### src/rtl/cnn_pkg.sv
// Shared CNN datapath types: pixel/window bundles, pooling size, buffer FSM states.
// Window lane order is top-left, top-right, bottom-left, bottom-right (lane 0 in the LSBs).
package cnn_pkg;

  localparam int POOL_K = 2;

  typedef logic signed [15:0] pixel_t;
  typedef pixel_t [3:0] window_t;

  localparam int WIN_TL = 0;
  localparam int WIN_TR = 1;
  localparam int WIN_BL = 2;
  localparam int WIN_BR = 3;

  typedef enum logic [1:0] {
    FILL,
    SERVE,
    DONE
  } fmap_state_t;

endpackage

### src/rtl/window_addr_gen.sv
// Row/column walker for non-overlapping 2x2 windows over an N x N map.
// Advances one window per accepted handshake and flags the final window.
module window_addr_gen
  import cnn_pkg::*;
#(
  parameter int N = 4,
  localparam int RW = (N > 2) ? $clog2(N) : 1
) (
  input  logic          clk,
  input  logic          reset,
  input  logic          clr,
  input  logic          adv,
  output logic [RW-1:0] row,
  output logic [RW-1:0] col,
  output logic          last
);

  logic [RW-1:0] r_row;
  logic [RW-1:0] r_col;
  logic          w_last_col;

  assign w_last_col = (r_col == RW'(N - POOL_K));
  assign last = w_last_col &&
                (r_row == RW'(N - POOL_K));
  assign row = r_row;
  assign col = r_col;

  always_ff @(posedge clk) begin
    if (reset || clr) begin
      r_row <= '0;
      r_col <= '0;
    end else if (adv) begin
      if (w_last_col) begin
        r_col <= '0;
        r_row <= r_row + RW'(POOL_K);
      end else begin
        r_col <= r_col + RW'(POOL_K);
      end
    end
  end

endmodule

### src/rtl/fmap_window_buffer.sv
// Collects an N x N feature map in raster order, then serves it as 2x2 windows.
// Define FMAP_RELU_EN to clamp negative pixels to zero before storage.
module fmap_window_buffer
  import cnn_pkg::*;
#(
  parameter int N  = 4,
  parameter int DW = 16
) (
  input  logic          clk,
  input  logic          reset,
  input  logic          in_valid,
  output logic          in_ready,
  input  logic [DW-1:0] in_data,
  output logic          win_valid,
  input  logic          win_ready,
  output logic [4*DW-1:0] win_data,
  output logic          win_last,
  output logic          done
);

  localparam int AW = $clog2(N * N);
  localparam int RW = (N > 2) ? $clog2(N) : 1;

  fmap_state_t   r_state;
  fmap_state_t   w_next;
  logic [AW-1:0] r_wr_cnt;
  logic [DW-1:0] r_mem [N*N];

  logic          w_in_fire;
  logic          w_win_fire;
  logic          w_last;
  logic [RW-1:0] w_row;
  logic [RW-1:0] w_col;
  logic [DW-1:0] w_wdata;
  logic [AW-1:0] w_tl;
  logic [AW-1:0] w_tr;
  logic [AW-1:0] w_bl;
  logic [AW-1:0] w_br;

  assign w_in_fire  = in_valid && in_ready;
  assign w_win_fire = win_valid && win_ready;

`ifdef FMAP_RELU_EN
  assign w_wdata = in_data[DW-1] ? '0 : in_data;
`else
  assign w_wdata = in_data;
`endif

  always_ff @(posedge clk) begin
    if (reset) r_state <= FILL;
    else       r_state <= w_next;
  end

  always_comb begin
    w_next = r_state;
    unique case (r_state)
      FILL: begin
        if (w_in_fire && r_wr_cnt == AW'(N*N - 1))
          w_next = SERVE;
      end
      SERVE: begin
        if (w_win_fire && w_last)
          w_next = DONE;
      end
      DONE:    w_next = FILL;
      default: w_next = FILL;
    endcase
  end

  always_comb begin
    in_ready  = (r_state == FILL);
    win_valid = (r_state == SERVE);
    win_last  = (r_state == SERVE) && w_last;
    done      = (r_state == DONE);
  end

  always_ff @(posedge clk) begin
    if (reset || r_state == DONE)
      r_wr_cnt <= '0;
    else if (w_in_fire)
      r_wr_cnt <= r_wr_cnt + AW'(1);
  end

  // Pixel storage is intentionally never cleared; a new fill overwrites it.
  always_ff @(posedge clk) begin
    if (w_in_fire)
      r_mem[r_wr_cnt] <= w_wdata;
  end

  window_addr_gen #(.N(N)) u_addr (
    .clk   (clk),
    .reset (reset),
    .clr   (r_state == DONE),
    .adv   (w_win_fire),
    .row   (w_row),
    .col   (w_col),
    .last  (w_last)
  );

  assign w_tl = AW'(w_row) * AW'(N) + AW'(w_col);
  assign w_tr = w_tl + AW'(1);
  assign w_bl = w_tl + AW'(N);
  assign w_br = w_bl + AW'(1);

  assign win_data = {r_mem[w_br], r_mem[w_bl],
                     r_mem[w_tr], r_mem[w_tl]};

endmodule

### config.mk
export PLATFORM = sky130hd
export DESIGN_NAME = fmap_window_buffer
export DESIGN_NICKNAME = d
export VERILOG_FILES = /design/src/rtl/cnn_pkg.sv /design/src/rtl/window_addr_gen.sv /design/src/rtl/fmap_window_buffer.sv
export SDC_FILE = /design/constraint.sdc
export NUM_CORES = 1
export LEC_CHECK = 0
export CAP_MARGIN = 20
export CELL_PAD_IN_SITES_DETAIL_PLACEMENT = 0
export CELL_PAD_IN_SITES_GLOBAL_PLACEMENT = 1
export CORE_ASPECT_RATIO = 0.75
export CORE_MARGIN = 5
export CORE_UTILIZATION = 54
export DETAILED_ROUTE_END_ITERATION = 12
export PLACE_DENSITY_LB_ADDON = 0.15
export SYNTH_ARGS = -nofsm -noshare
export SYNTH_HDL_FRONTEND = slang
export SYNTH_SLANG_ARGS = --single-unit
### constraint.sdc
create_clock -name clk -period 6.2 [get_ports clk]
set_input_delay 1.24 -clock clk [delete_from_list [all_inputs] [get_ports clk]]
set_output_delay 1.24 -clock clk [all_outputs]
set_load 0.01 [all_outputs]
==> results of run 1 <==
==> worst min-delay path: stages, from the launching register on <==
cell and delay, ns:
dfxtp_1 0.35, mux2i_1 0.13, nor2_1 0.05
==> report_power, final <==
| part | switching (mW) | internal [mW] | total [mW] |
|---|---|---|---|
| sequential | 0.00670 | 1.98 | 1.99 |
| combinational | 0.0640 | 0.0499 | 0.114 |
| clock | 0.594 | 0.900 | 1.49 |
==> Yosys cell counts (2+ instances only) <==
library cell  count
nand3b_1          2
nor2_1           18
inv_1             4
buf_4             2
a21oi_1           2
buf_2             6
nand3_1           3
edfxtp_1        256
buf_12            6
ha_1              4
and3_1            2
nand2b_1          2
clkbuf_1          2
xor2_1            2
mux4_2           64
nand2_1           7
dfxtp_1           8
nor3_1            5
==> kinds of logic after synthesis <==
logic type | count (synthesis) | share of synthesized area [%]
buffers and inverters | 23 | 2.220
adders and majority gates | 4 | 0.5074
xor gates and xnor gates | 3 | 0.2664
muxes | 65 | 14.72
AOI/OAI and AO/OA | 5 | 0.3171
and+or+nand+nor | 45 | 2.410
DFF | 264 | 79.56
==> layout make-up <==
type | count | area, um^2 | share of cell area (%)
Sequential cell | 264 | 7853 | 66.37
Multi-Input combinational cell | 122 | 1832 | 15.48
Timing Repair Buffer | 106 | 1030 | 8.704
Clock buffer | 30 | 644.4 | 5.446
Tap cell | 242 | 302.8 | 2.559
Clock inverter | 12 | 155.1 | 1.311
Inverter | 4 | 15.01 | 0.1269
==> sequential cells by signal, summed over array words and instances (netlist names) <==
name	flops
r_state	2
r_wr_cnt	4
u_addr.row	1
r_mem	256
u_addr.col	1
==> worst max path at each step <==
stage | slack (ns) | startpoint | cells past startpoint | endpoint
after floorplan | 2.96 | in_valid | 3 | r_mem[0][0]$_DFFE_PP_
after global placement | 2.33 | u_addr.col[1]$_SDFFE_PP0P_ | 3 | win_data[23]
after detailed placement | 2.30 | u_addr.col[1]$_SDFFE_PP0P_ | 3 | win_data[23]
after CTS | 1.76 | u_addr.col[1]$_SDFFE_PP0P_ | 3 | win_data[23]
after global routing | 1.61 | u_addr.col[1]$_SDFFE_PP0P_ | 3 | win_data[21]
final | 1.87 | u_addr.col[1]$_SDFFE_PP0P_ | 3 | win_data[21]
==> through the flow <==
| step | hold slack [ns] | std cells | area (um^2) | power, mW | utilization (%) |
|---|---|---|---|---|---|
| floorplan | 0.5286 | 409 | 9863 | 2.060 | - |
| global route | 0.6236 | 780 | 11830 | 3.703 | 66.41 |
| detailed placement | 0.5798 | 738 | 11030 | 2.139 | 61.93 |
| finish | 0.5824 | 780 | 11830 | 3.593 | 66.41 |
| global placement | 0.5585 | 736 | 11000 | 2.134 | 61.75 |
| CTS | 0.5891 | 780 | 11830 | 3.621 | 66.41 |
==> metal layers <==
layer	wire, um	vias up	GRT usage [%]
met5	0	-	0
li1	-	1932	-
met2	9276	184	28.89
met1	8353	2374	28.17
met4	333	0	4.025
met3	1386	26	4.015
==> results.json, run 1 <==
{
  "status": "complete, no violations",
  "dieHeight_um": 127.0,
  "cts_root_buffer": "clkbuf_16",
  "ys_top_cells_by_area": "edfxtp_1 78%, mux4_2 15%, dfxtp_1 1.6%",
  "synth_top_area_share_pct": 77.94,
  "ios": 88,
  "grt_setup_unrepaired": "false",
  "postRouteAntennaNets": 0,
  "syn_avg_cell_area_um2": 24.12,
  "vias": 4516,
  "wire_per_inst_um": 24.81,
  "reg2reg_depth": 4,
  "tns_ns": 0,
  "insertion_delay_ns": 0.50,
  "cts_setup_buffers": 0,
  "min_period_ns": 4.334,
  "grt_first_pass_wirelength_mm": 29.44,
  "cpPeakStageDelay_ns": 0.99,
  "synth_warnings": 0,
  "cts_resized": 0,
  "slew_viol_final": 0,
  "worst_setup_path_start_kind": "register",
  "ys_seq_area_share_pct": 79.56,
  "worst_path_max_delay_cell": "dfxtp_4",
  "die_x_um": 166.1,
  "dieArea_mm2": 0.02110,
  "drt_pass1_iterations": 5,
  "syn_nets": 433,
  "irDropWorstVdd_mv": 0.2025,
  "synthFlopType": "edfxtp_1",
  "start_util_pct": 55.37,
  "r2r_start": "r_state[1]$_SDFFE_PP0P_",
  "slew_headroom_pct": 27.59,
  "synth_area_leader_cell": "edfxtp_1",
  "routed_via_density": 5.790,
  "cp_cell_sequence": "buf_4, mux4_2, clkdlybuf4s50_1",
  "cts_sinks": 264,
  "antenna_found_initial": 0,
  "layout_setup_ws_ns": 1.866,
  "path_class": "register to output port",
  "portBuffers": 87,
  "gp_congestion": 0.7887,
  "cts_made_buffers": 24,
  "drive_above_1_share_pct": 24.16,
  "core-area_mm2": 0.01781,
  "worstPathArrival_ns": 3.09,
  "htree_levels": 1,
  "cp_num_buf_inv": 2,
  "crit_path_max_fanout": 50,
  "mostFrequentLayoutCells": "256 x edfxtp_1, 87 x clkdlybuf4s50_1, 64 x mux4_2",
  "grt_pass1_vias": 4667,
  "drcViolationCount": 0,
  "clkTransAtPathRegs_ns": 0.07,
  "layout_commonest_cell": "edfxtp_1",
  "track_usage_pct": 18.65,
  "finalClockSkew_ns": 0.008463,
  "setup_violations": 0,
  "min_to": "r_wr_cnt[1]$_SDFFE_PP0P_",
  "yosysUniqueCellTypes": 32,
  "grt_max_degree": 51,
  "hp-start": "r_wr_cnt[1]$_SDFFE_PP0P_",
  "preCtsSetupSlack_ns": 2.299,
  "worstReg2RegEnd": "r_mem[14][10]$_DFFE_PP_",
  "dp_hpwl_mm": 11.61,
  "r2r_slack_ns": 3.90,
  "cap_violations": 0,
  "finalHoldViolCount": 0,
  "worst_ep_required_time_ns": 4.96,
  "nets": 546,
  "min_path_type": "register to register",
  "hold_buffers": 0,
  "p_per_area_mw_per_mm2": 303.7,
  "nFillCells": 1140,
  "grt.overflow.total": 0,
  "fin_crit_sh_pct": 69.90,
  "ys_seq_elements": 264,
  "fmax_mhz": 230.7,
  "netlist_area_mm2": 0.009863,
  "cts_tree": "yes",
  "hold_depth": 2,
  "ctsLongestPathBuffers": 3,
  "netlist_instances": 409,
  "tightest_slew_ns": 1.085,
  "initialDrtViolationCount": 435,
  "antenna_cells_inserted": 0,
  "async_flop_share_pct": 0,
  "wl_mm": 19.35,
  "path_delay_family": "buffers and inverters",
  "cp-end-kind": "output port",
  "leakage_nw": 3.694,
  "row_count": 42,
  "syn_to_final_growth_pct": 19.95,
  "synth_edf_count": 256
}
Power figures use the tool's default switching activity.
==> inputs of run 2 (changes only) <==
CORE_UTILIZATION = 51   (was 54)
clock period = 4.5 ns   (was 6.2 ns; I/O delays follow)
==> results.json, run 2 (synthesis results as in run 1) <==
{
  "hp-start": "r_wr_cnt[1]$_SDFFE_PP0P_",
  "ios": 88,
  "instances_no_fill": 794,
  "wl_mm": 19.58,
  "r2r_start": "r_state[1]$_SDFFE_PP0P_",
  "worst_ep_required_time_ns": 3.60,
  "routed_via_density": 5.632,
  "min_period_ns": 3.640,
  "cap_violations": 0,
  "irDropWorstVdd_mv": 0.2749,
  "gp_congestion": 0.7326,
  "start_util_pct": 51.48,
  "mostFrequentLayoutCells": "256 x edfxtp_1, 87 x clkdlybuf4s50_1, 64 x mux4_2",
  "cts_resized": 0,
  "seqPwrFrac_pct": 58.0,
  "p_comb_share_pct": 3.4,
  "cts_made_buffers": 24,
  "dieHeight_um": 130.4,
  "hold_depth": 2,
  "clkTransAtPathRegs_ns": 0.06,
  "regMostFlops": "r_mem",
  "ctsLongestPathBuffers": 3,
  "postRouteAntennaNets": 0,
  "cp_num_buf_inv": 2,
  "worst_path_max_delay_cell": "dfxtp_4",
  "dp_hpwl_mm": 12.07,
  "critPathCapture": "win_data[47]",
  "drive_above_1_share_pct": 24.21,
  "switching_share_pct": 19.40,
  "leakage_nw": 3.675,
  "dieArea_mm2": 0.02225,
  "path_depth": 3,
  "nets": 550,
  "grt_util_met1_pct": 27.69,
  "setup_violations": 0,
  "hold_buffers": 0,
  "cp_cell_sequence": "buf_4, mux4_2, clkdlybuf4s50_1",
  "grt_pass1_vias": 4724,
  "antenna_cells_inserted": 0,
  "fin_crit_sh_pct": 80.89,
  "drt_pass1_iterations": 5,
  "layout_commonest_cell": "edfxtp_1",
  "cts_tree": "yes",
  "grt_first_pass_wirelength_mm": 29.91,
  "fmax_mhz": 274.7,
  "path_delay_family": "buffers and inverters",
  "status": "complete, no violations",
  "slew_headroom_pct": 52.18,
  "tightest_slew_ns": 0.7147,
  "row_count": 44,
  "worstReg2RegEnd": "r_mem[4][10]$_DFFE_PP_",
  "grt_use_met2_pct": 28.42,
  "worst_setup_path_start_kind": "register",
  "htree_levels": 1,
  "syn_to_final_growth_pct": 19.37,
  "portBuffers": 87,
  "reg.largest.list": "r_mem (256), r_wr_cnt (4), r_state (2)",
  "drcViolationCount": 0,
  "tns_ns": 0,
  "clock_power_share_pct": 38.7,
  "largest_reg_flops": 256,
  "top_usage_layer": "met2",
  "slew_viol_final": 0,
  "crit_path_max_fanout": 34,
  "grtUsageMet3_pct": 3.639,
  "cp-end-kind": "output port",
  "grt_setup_unrepaired": "false",
  "wire_per_inst_um": 24.65,
  "reg2reg_depth": 4,
  "cts_root_buffer": "clkbuf_16",
  "finalClockSkew_ns": 0.01040,
  "finalHoldViolCount": 0,
  "r2r_slack_ns": 2.32,
  "vias": 4472,
  "core-area_mm2": 0.01916,
  "critPathLaunch": "u_addr.col[1]$_SDFFE_PP0P_",
  "p_int_mw": 3.803,
  "min_path_type": "register to register",
  "cts_sinks": 264,
  "grt.overflow.total": 0,
  "antenna_found_initial": 0,
  "placedCellCount": 753,
  "p_per_area_mw_per_mm2": 400.7,
  "track_usage_pct": 18.21,
  "initialDrtViolationCount": 444,
  "die_x_um": 170.6,
  "grt_max_degree": 48,
  "worstPathArrival_ns": 2.74,
  "insertion_delay_ns": 0.50,
  "path_class": "register to output port",
  "cts_setup_buffers": 0,
  "power.switching_uw": 915.1,
  "cpPeakStageDelay_ns": 0.76
}
-- run 2: changes by cell type in the layout (fill, tap and decap cells not counted) --
cell / change
clkbuf_1: -2
nor2_1: +4
nor2_2: -4
clkinvlp_4: +1
buf_6: -1
buf_4: +4
buf_12: +1
clkinv_2: +4
bufinv_16: -4
-- run 2: worst min-delay path by stage --
stage	to	slack (ns)
global route	r_wr_cnt[1]$_SDFFE_PP0P_	0.61
finish	r_wr_cnt[1]$_SDFFE_PP0P_	0.59
floorplan	r_wr_cnt[1]$_SDFFE_PP0P_	0.53
detailed placement	r_wr_cnt[1]$_SDFFE_PP0P_	0.57
global placement	r_wr_cnt[1]$_SDFFE_PP0P_	0.56
CTS	r_wr_cnt[1]$_SDFFE_PP0P_	0.59
-- run 2: power groups by stage --
stage               clock [mW]  sequential, mW  combinational [mW]
floorplan                    0            2.79              0.0521
global placement             0            2.79               0.158
detailed placement           0            2.79               0.162
CTS                       1.87            2.74               0.163
global route              1.99            2.74               0.171
finish                    1.82            2.74               0.158
-- run 2: layout make-up --
class,instances,area (um^2)
Clock buffer,28,636.9
Clock inverter,13,62.56
Fill cell,1342,7385
Inverter,4,15.01
Multi-Input combinational cell,122,1822
Sequential cell,264,7853
Tap cell,253,316.6
Timing Repair Buffer,110,1069
-- run 2: worst register-to-register path: stages (launching register included) --
cell	delay, ns
dfxtp_1	0.40
nor3b_4	0.38
nand2_1	0.18
nor2_1	0.58
buf_4	0.33
-- run 2: metal layers --
layer / part of all wire [%] / wire [um]
met1: 42 / 8301
met4: 1.3 / 251
met2: 47 / 9281
met5: 0 / 0
met3: 8.9 / 1740
-- run 2: through the flow --
step | area (um^2) | setup WS (ns) | hold WS (ns) | util (%) | total power [mW]
2_1_floorplan | 9863 | 1.604 | 0.5286 | - | 2.838
3_3_place_gp | 11070 | 1.325 | 0.5646 | 57.80 | 2.944
3_5_place_dp | 11070 | 1.324 | 0.5744 | 57.80 | 2.950
4_1_cts | 11770 | 0.7760 | 0.5851 | 61.46 | 4.764
5_1_grt | 11770 | 0.6707 | 0.6051 | 61.46 | 4.898
6_report | 11770 | 0.8601 | 0.5869 | 61.46 | 4.718
==> inputs of run 3 (changes only) <==
CORE_UTILIZATION = 46   (was 51)
clock period = 3.26 ns   (was 4.5 ns; I/O delays follow)
==> results.json, run 3 (synthesis results as in run 1) <==
{
  "status": "complete, no violations",
  "antenna_cells_inserted": 0,
  "power_mw": 6.814,
  "insertion_delay_ns": 0.52,
  "ctsLongestPathBuffers": 3,
  "grt_pass1_vias": 4675,
  "track_usage_pct": 16.67,
  "slew_headroom_pct": 56.40,
  "slew_viol_final": 0,
  "fin_hold_ws_ns": 0.5859,
  "top_usage_layer": "met2",
  "post-route-util_pct": 56.87,
  "routed_via_density": 5.315,
  "cap_violations": 0,
  "vias": 4465,
  "portBuffers": 87,
  "finalClockSkew_ns": 0.01476,
  "fin_crit_sh_pct": 95.51,
  "wire_per_inst_um": 23.71,
  "core-area_mm2": 0.02112,
  "grt.overflow.total": 0,
  "syn_to_final_growth_pct": 21.79,
  "design_area_mm2": 0.01201,
  "grt_first_pass_wirelength_mm": 29.77,
  "cts_root_buffer": "clkbuf_16",
  "antenna_found_initial": 0,
  "irDropWorstVdd_mv": 0.3753,
  "drcViolationCount": 0,
  "htree_levels": 1,
  "worstPathArrival_ns": 2.46,
  "cts_made_buffers": 26,
  "grt_use_met2_pct": 26.22,
  "cts_sinks": 264,
  "initialDrtViolationCount": 311,
  "die_x_um": 179.1,
  "cp-end-kind": "output port",
  "clkTransAtPathRegs_ns": 0.06,
  "placed_area_mm2": 0.01120,
  "grt_max_degree": 33,
  "leakage_nw": 3.759,
  "reg.largest.list": "r_mem (256), r_wr_cnt (4), r_state (2)",
  "grt_setup_unrepaired": "false",
  "tightest_slew_ns": 0.6519,
  "p_per_area_mw_per_mm2": 567.2,
  "grtUsageMet3_pct": 3.507,
  "wl_mm": 19.91,
  "cts_setup_buffers": 0,
  "postRouteAntennaNets": 0,
  "dp_hpwl_mm": 12.18,
  "preCtsSetupSlack_ns": 0.6229,
  "min_period_ns": 3.114,
  "drt_pass1_iterations": 4,
  "tns_ns": 0,
  "min_path_type": "register to register",
  "layout_commonest_cell": "edfxtp_1",
  "start_util_pct": 46.69,
  "hold_buffers": 0,
  "dieArea_mm2": 0.02450,
  "nets": 558,
  "layout_setup_ws_ns": 0.1464,
  "worst_ep_required_time_ns": 2.61,
  "row_count": 46,
  "dieHeight_um": 136.8,
  "cts_tree": "yes",
  "largest_reg_flops": 256,
  "placedCellCount": 794,
  "crit_path_max_fanout": 23,
  "instances_no_fill": 840,
  "fmax_mhz": 321.2,
  "finalHoldViolCount": 0,
  "mostFrequentLayoutCells": "256 x edfxtp_1, 87 x clkdlybuf4s50_1, 64 x mux4_2",
  "path_class": "register to output port",
  "cts_resized": 0,
  "grt_util_met1_pct": 24.81,
  "setup_violations": 0,
  "ios": 88,
  "regMostFlops": "r_mem",
  "worst_setup_path_start_kind": "register",
  "gp_congestion": 0.7366,
  "drive_above_1_share_pct": 26.45
}
run 3: worst paths after layout:
check / startpoint / endpoint / slack (ns) / cells after the start
setup reg to reg: r_state[1]$_SDFFE_PP0P_ / r_mem[14][9]$_DFFE_PP_ / 1.44 / 4
hold reg to reg: r_wr_cnt[1]$_SDFFE_PP0P_ / r_wr_cnt[1]$_SDFFE_PP0P_ / 0.59 / 2
hold / removal: r_wr_cnt[1]$_SDFFE_PP0P_ / r_wr_cnt[1]$_SDFFE_PP0P_ / 0.59 / 2
setup / recovery: u_addr.col[1]$_SDFFE_PP0P_ / win_data[49] / 0.15 / 3
run 3: layout make-up:
| class | count | area, um^2 |
|---|---|---|
| fillers | 1583 | 9110 |
| flip-flops and latches | 264 | 7853 |
| multi-input cells | 122 | 1837 |
| repair buffers | 116 | 1139 |
| clock buffers | 33 | 708.2 |
| well taps | 288 | 360.3 |
| clock inverters | 13 | 101.3 |
| inverters | 4 | 15.01 |
run 3: critical path, cell delays in order, from the launching register on:
cell	delay, ns
dfxtp_4	0.59
buf_12	0.28
mux4_2	0.56
clkdlybuf4s50_1	0.52
run 3: power breakdown:
group | internal (mW) | switching (mW)
Combinational | 0.0989 | 0.123
Sequential | 3.76 | 0.0114
Clock | 1.62 | 1.20
Total | 5.48 | 1.33
run 3: metal layers:
metal	vias up	routed length [um]
met2	134	9452
li1	1962	-
met5	-	0
met4	0	261
met3	23	1310
met1	2346	8890
